## src/rtl/hilo_pkg.sv

```systemverilog
// Shared definitions for the HI/LO multiply unit: width, FSM states, MD funct codes.
// Decode and the hilo_unit datapath both import this package.
package hilo_pkg;

    localparam int HILO_W = 32;

    typedef enum logic [1:0] {
        HILO_IDLE = 2'd0,
        HILO_RUN  = 2'd1,
        HILO_FIX  = 2'd2
    } hilo_state_e;

    // SPECIAL-opcode funct field values for the multiply/divide group
    typedef enum logic [5:0] {
        MD_MFHI  = 6'h10,
        MD_MTHI  = 6'h11,
        MD_MFLO  = 6'h12,
        MD_MTLO  = 6'h13,
        MD_MULT  = 6'h18,
        MD_MULTU = 6'h19
    } md_funct_e;

endpackage

```

## src/rtl/hilo_unit.sv

```systemverilog
// HI/LO register unit: feeds operand magnitudes to an external unsigned serial
// multiplier, sign-fixes its product into HI/LO and stalls dependent accesses.
module hilo_unit
    import hilo_pkg::*;
#(
    parameter int W = HILO_W
) (
    input  logic           clk,
    input  logic           rst,
    input  logic           start,
    input  logic           is_signed,
    input  logic [W-1:0]   op1,
    input  logic [W-1:0]   op2,
    input  logic           mthi,
    input  logic           mtlo,
    input  logic [W-1:0]   wdata,
    input  logic           rd_hi,
    input  logic           rd_lo,
    output logic [W-1:0]   rdata,
    output logic           stall,
    output logic           busy,
    output logic [W-1:0]   mult_op1,
    output logic [W-1:0]   mult_op2,
    output logic           mult_go,
    input  logic           mult_hold,
    input  logic [2*W-1:0] mult_res
);

    hilo_state_e    state;
    logic [W-1:0]   hi;
    logic [W-1:0]   lo;
    logic [2*W-1:0] prod;
    logic           neg;

    assign busy  = (state != HILO_IDLE);
    assign stall = busy & (start | mthi | mtlo | rd_hi | rd_lo);
    // Reads see the register contents before any same-cycle MT write lands.
    assign rdata = rd_hi ? hi : lo;

    // NOTE: every register here is state, so it is assigned with <= only.
    always_ff @(posedge clk or posedge rst) begin
        if (rst) begin
            state    <= HILO_IDLE;
            hi       <= '0;
            lo       <= '0;
            prod     <= '0;
            neg      <= 1'b0;
            mult_go  <= 1'b0;
            mult_op1 <= '0;
            mult_op2 <= '0;
        end else begin
            case (state)
                HILO_IDLE: begin
                    if (start) begin
                        // Magnitudes: the most negative value maps onto itself as unsigned.
                        mult_op1 <= (is_signed && op1[W-1]) ? -op1 : op1;
                        mult_op2 <= (is_signed && op2[W-1]) ? -op2 : op2;
                        neg      <= is_signed & (op1[W-1] ^ op2[W-1]);
                        mult_go  <= 1'b1;
                        state    <= HILO_RUN;
                    end else begin
                        if (mthi) hi <= wdata;
                        if (mtlo) lo <= wdata;
                    end
                end
                HILO_RUN: begin
                    if (!mult_hold) begin
                        prod    <= mult_res;
                        mult_go <= 1'b0;
                        state   <= HILO_FIX;
                    end
                end
                HILO_FIX: begin
                    {hi, lo} <= neg ? -prod : prod;
                    state    <= HILO_IDLE;
                end
                default: state <= HILO_IDLE;
            endcase
        end
    end

endmodule

```

## config.mk

```make
export PLATFORM = sky130hd
export DESIGN_NAME = hilo_unit
export DESIGN_NICKNAME = d
export VERILOG_FILES = /design/src/rtl/hilo_pkg.sv /design/src/rtl/hilo_unit.sv
export SDC_FILE = /design/constraint.sdc
export NUM_CORES = 1
export LEC_CHECK = 0
export CAP_MARGIN = 40
export CELL_PAD_IN_SITES_DETAIL_PLACEMENT = 1
export CELL_PAD_IN_SITES_GLOBAL_PLACEMENT = 1
export CORE_MARGIN = 5
export CORE_UTILIZATION = 34
export CTS_CLUSTER_SIZE = 12
export DETAILED_ROUTE_END_ITERATION = 6
export PLACE_DENSITY_LB_ADDON = 0.1
export SLEW_MARGIN = 25
export SYNTH_ARGS = -nofsm -noshare
export SYNTH_HDL_FRONTEND = slang
export SYNTH_SLANG_ARGS = --single-unit
```

## constraint.sdc

```tcl
create_clock -name clk -period 6.15 [get_ports clk]
set_input_delay 1.23 -clock clk [delete_from_list [all_inputs] [get_ports clk]]
set_output_delay 1.23 -clock clk [all_outputs]
set_load 0.05 [all_outputs]
```

## Word level (Yosys, flattened, before mapping)

Index checks and enable logic that the tools add are counted.
Widths: inputs -> output; s select.

- Flip-flop bits (word level): 196
- Input bits: 169
- Output and inout port bits: 99
- Logic and storage cells: 54

- Add/subtract/negate cells: 3
- Equality and inequality tests: 7
- Multiplexer cells: 16
- Bitwise gates (word level): 8
- Reduce and logical (&&, ||, !) cells: 12

Operators by type and width:

| cell | number |
|---|---|
| $mux 32 | 7 |
| $pmux 32 s2 | 2 |
| $mux 64 | 1 |
| $neg 32->32 | 2 |
| $neg 64->64 | 1 |
| $ne 2x2->1 const B | 5 |
| $reduce_and 3->1 | 3 |
| $reduce_and 2->1 | 3 |
| $reduce_bool 2->1 | 3 |
| $mux 2 | 2 |
| $or 1x1->1 | 4 |
| $pmux 2 s2 | 1 |
| $and 1x1->1 | 2 |
| $eq 2x1->1 const B | 1 |
| $eq 2x2->1 const B | 1 |
| $logic_and 1x1->1 | 2 |
| $logic_not 2->1 | 1 |
| $mux 1 | 2 |
| $pmux 1 s2 | 1 |
| $not 1->1 | 1 |
| $xor 1x1->1 | 1 |

## Longest topological paths before layout

- Word-level depth: 5
- Mapped depth: 8
- Mapped depth without buffers: 8

## Worst setup path after synthesis

No wires, ideal clock.

- Kind: input-to-output
- Start point: in rd_hi
- End point: out stall
- Arrival time: 2.675 ns
- Required time: 4.920 ns
- Path slack: 2.245 ns
- Cell stages on the path: 4
- Buffers on the path: 2
- Cell sequence: clkbuf_1 > clkbuf_1 > nor3_1 > a21oi_1

- Longest elaborated chain between the ends: 3

RTL lines:

| what | RTL line | RTL |
|---|---|---|
| from (decl) | hilo_unit.sv:17 | `input logic rd_hi,` |
| $or 1x1->1 (2 in a row) | hilo_unit.sv:36 | `assign stall = busy & (start \| mthi \| mtlo \| rd_hi \| rd_lo);` |
| $and 1x1->1 | hilo_unit.sv:36 |  |
| to (decl) | hilo_unit.sv:20 | `output logic stall,` |

Every way passes these cells.

## Final worst setup path

- Start point: in rd_hi
- End point: out rdata[23]

- Longest elaborated chain between the ends: 1

RTL lines:

| what | RTL line | RTL |
|---|---|---|
| $mux 32 | hilo_unit.sv:38 | `assign rdata = rd_hi ? hi : lo;` |
| to (decl) | hilo_unit.sv:19 | `output logic [W-1:0] rdata,` |

Every way passes these cells.

==> results.md <==
* Status: completed
* Chip Height at 188 µm
* Gate Count Post-Synth at 1114
* GRT Total Usage at 21.1%
* Post-CTS Hold Fix Bufs at 0
* Post-CTS sizing at 0
* Synth top cells by count: dfrtp_1, nand2_1, o21ai_0
* Arr. time, crit path at 3.19 ns
* Post-layout min period at 4.42 ns
* Syn_area_per_cell at 9.70 µm²
* # Post-CTS Setup Buffers at 0
* Port buffer count at around 270
* Yosys reg bits at 196
* Global-route wire length before repair at 59.5 mm
* Final setup TNS at 0 ns
* Grt total ovfl at 0
* Area growth syn-to-layout at 34.0%
* Initial antenna violation count at 17
* Final nets at 1522
* Setup crit start kind: primary input
* Core area at 0.0315 mm²
* Clk sinks at 196
* Worst-path clk slew at 0.07 ns
* Synth warnings at 0
* Layout cell share with drive strength beyond 1 at around an eighth
* Die Width at 188 µm
* Sequential share of the synthesized area at a little under half
* Final worst-path cycle share at between 70% and 80%
* Worst Path Required at ~4.9 ns
* Cell Pwr Density at 403 mW/mm²
* Worst slew margin at 43.9%
* DR vias at between 9000 and 10000
* Max-slew violation count at 0
* Synth area leader: dfrtp_1
* Final non-filler cell area at between 0.01 and 0.015 mm²
* Worst skew pair latency at 0.44 ns
* Worst min path class: flip-flop to flip-flop
* Largest net degree at the start of global routing at 88
* Max-cap violations at 0
* Crit-path slowest cell: clkdlybuf4s50_1
* Final Util at between 40% and 50%
* Routed WL at between 30 and 40 mm
* Worst path most repeated cell: clkdlybuf4s50_1
* Placed Area at 0.0139 mm²
* Hpwl dp at approximately 29 mm
* Crit-path max cell delay at 0.70 ns
* Longest Clk Path Bufs at 2
* Primary FF master, synth: dfrtp_1
* Drc violations at 0
* DR pass1 iterations at 5
* Wire length per cell at about 21 µm
* Drt initial violations at around 410
* RSZ-0062 raised after global routing: false
* Most common cell in the synthesized netlist: dfrtp_1
* Number of global-route vias before repair at roughly 10000
* Final setup viols at 0
* CP Class: primary input to output pin
* CP Capture Type: output pin
* Leak at 5.59 nW
* Post-route clock skew at 0.0101 ns
* Clock buffer count from CTS at 17
* Initial Util at 34.3%
* IO Count at 268
* Synth top area share at 45.4%
* DIE AREA at 0.0354 mm²
* CTS tree: built
* Synthesized Nets at ~1300
* Worst-Margin Slew at about 0.84 ns
* Routed Antenna Nets at 0
* Cell Area, Synth at approximately 0.011 mm²
* Worst Path Max Fanout at 33
* CTS Root Cell: clkbuf_16
* CP bufs+invs at 3
* Synth unique cells at 57
* VDD IR max at between 0.15 and 0.2 mV
* Max Fclk at 226 MHz
* Number of synthesized flops with an enable pin at 0
* RePlAce Congestion at 0.851
* Critical-path cell list: clkdlybuf4s50_1 -> buf_4 -> mux2_2 -> clkdlybuf4s50_1
* Row count at 65
* Htree depth at 4
* Final Hold Vio Count at 0
* Area contributors post-synth: dfrtp_1, mux2_2, xor2_1, o21ai_0, nand2_1
* Via-per-instance ratio at 5.32
* Asr flop ratio synth at between 90% and 100%
* Crit-path leading delay family: buffers and inverters
final cells by class:
type                       count  area [µm²]
antenna                        1        2.50
clock buffer                  23         478
clock inverter                 9        55.1
fill                        3543       17000
inverter                      16        63.8
multi-input combinational    835        5590
sequential                   196        4910
tap                          402         503
timing repair buffer         284        2870
worst min-delay path, stage by stage (launching register included):
cell     delay [ns]
dfrtp_1        0.34
nand2_1        0.05
o31ai_1        0.05
registers in the layout, summed over array words and instances, names as in the netlist:
name      flops
prod         64
hi           32
lo           32
mult_op1     32
mult_op2     32
state         2
mult_go       1
neg           1
power breakdown:
| group | total (W) | internal, W | switching (W) |
|---|---|---|---|
| combinational | 0.00262 | 0.00101 | 0.00161 |
| clock | 0.00105 | 0.000547 | 0.000504 |
| sequential | 0.00216 | 0.00173 | 0.000430 |
| total | 0.00583 | 0.00329 | 0.00254 |
path summary, 6_finish.rpt:
| check | start | endpoint | slack [ns] | depth (start not counted) |
|---|---|---|---|---|
| setup / recovery | rd_hi | rdata[23] | 1.73 | 4 |
| hold / removal | lo[9] | lo[9] | 0.48 | 2 |
| setup reg to reg | prod[13] | hi[1] | 2.92 | 6 |
| hold reg to reg | lo[9] | lo[9] | 0.48 | 2 |
| max in group asynchronous | rst | lo[6] | 4.22 | 4 |
| min in group asynchronous | rst | prod[53] | 1.15 | 3 |
per-layer routing:
metal	vias up	track usage, %	wire length, µm
li1	4482	-	-
met1	4578	27.4	16300
met2	235	33.0	16800
met3	62	8.89	3350
met4	32	4.63	561
met5	-	0	200
cell families (layout without fill, tap and decap cells):
logic type / count (synthesis) / after routing / synth area share [%]
and+or+nand+nor: 354 / 354 / 15.7
AOI/OAI and AO/OA: 257 / 257 / 15.3
DFF: 196 / 196 / 45.4
muxes: 111 / 111 / 11.4
xor gates and xnor gates: 110 / 110 / 8.92
buffers and inverters: 83 / 332 / 2.95
adders and majority gates: 3 / 3 / 0.348
other: 0 / 1 / 0
through the flow:
step                power, W  cells  worst slack [ns]  hold slack [ns]
floorplan            0.00376   1114              2.24            0.445
global placement     0.00476   1729              1.76            0.462
detailed placement   0.00480   1731              1.70            0.463
CTS                  0.00588   1763              1.70            0.478
global route         0.00616   1765              1.64            0.492
finish               0.00583   1766              1.73            0.477
cells in the final DEF, fill, tap and decap left out, types with 27 or more instances in the layout:
cell type        instances
xor2_1                  68
clkdlybuf4s50_1        267
dfrtp_1                195
mux2_2                  95
a21oi_1                 34
nor2_1                  71
xnor2_1                 42
nor3_1                  30
nand2_1                143
o31ai_1                 27
o21ai_0                114
(Power assumes the default switching activity.)
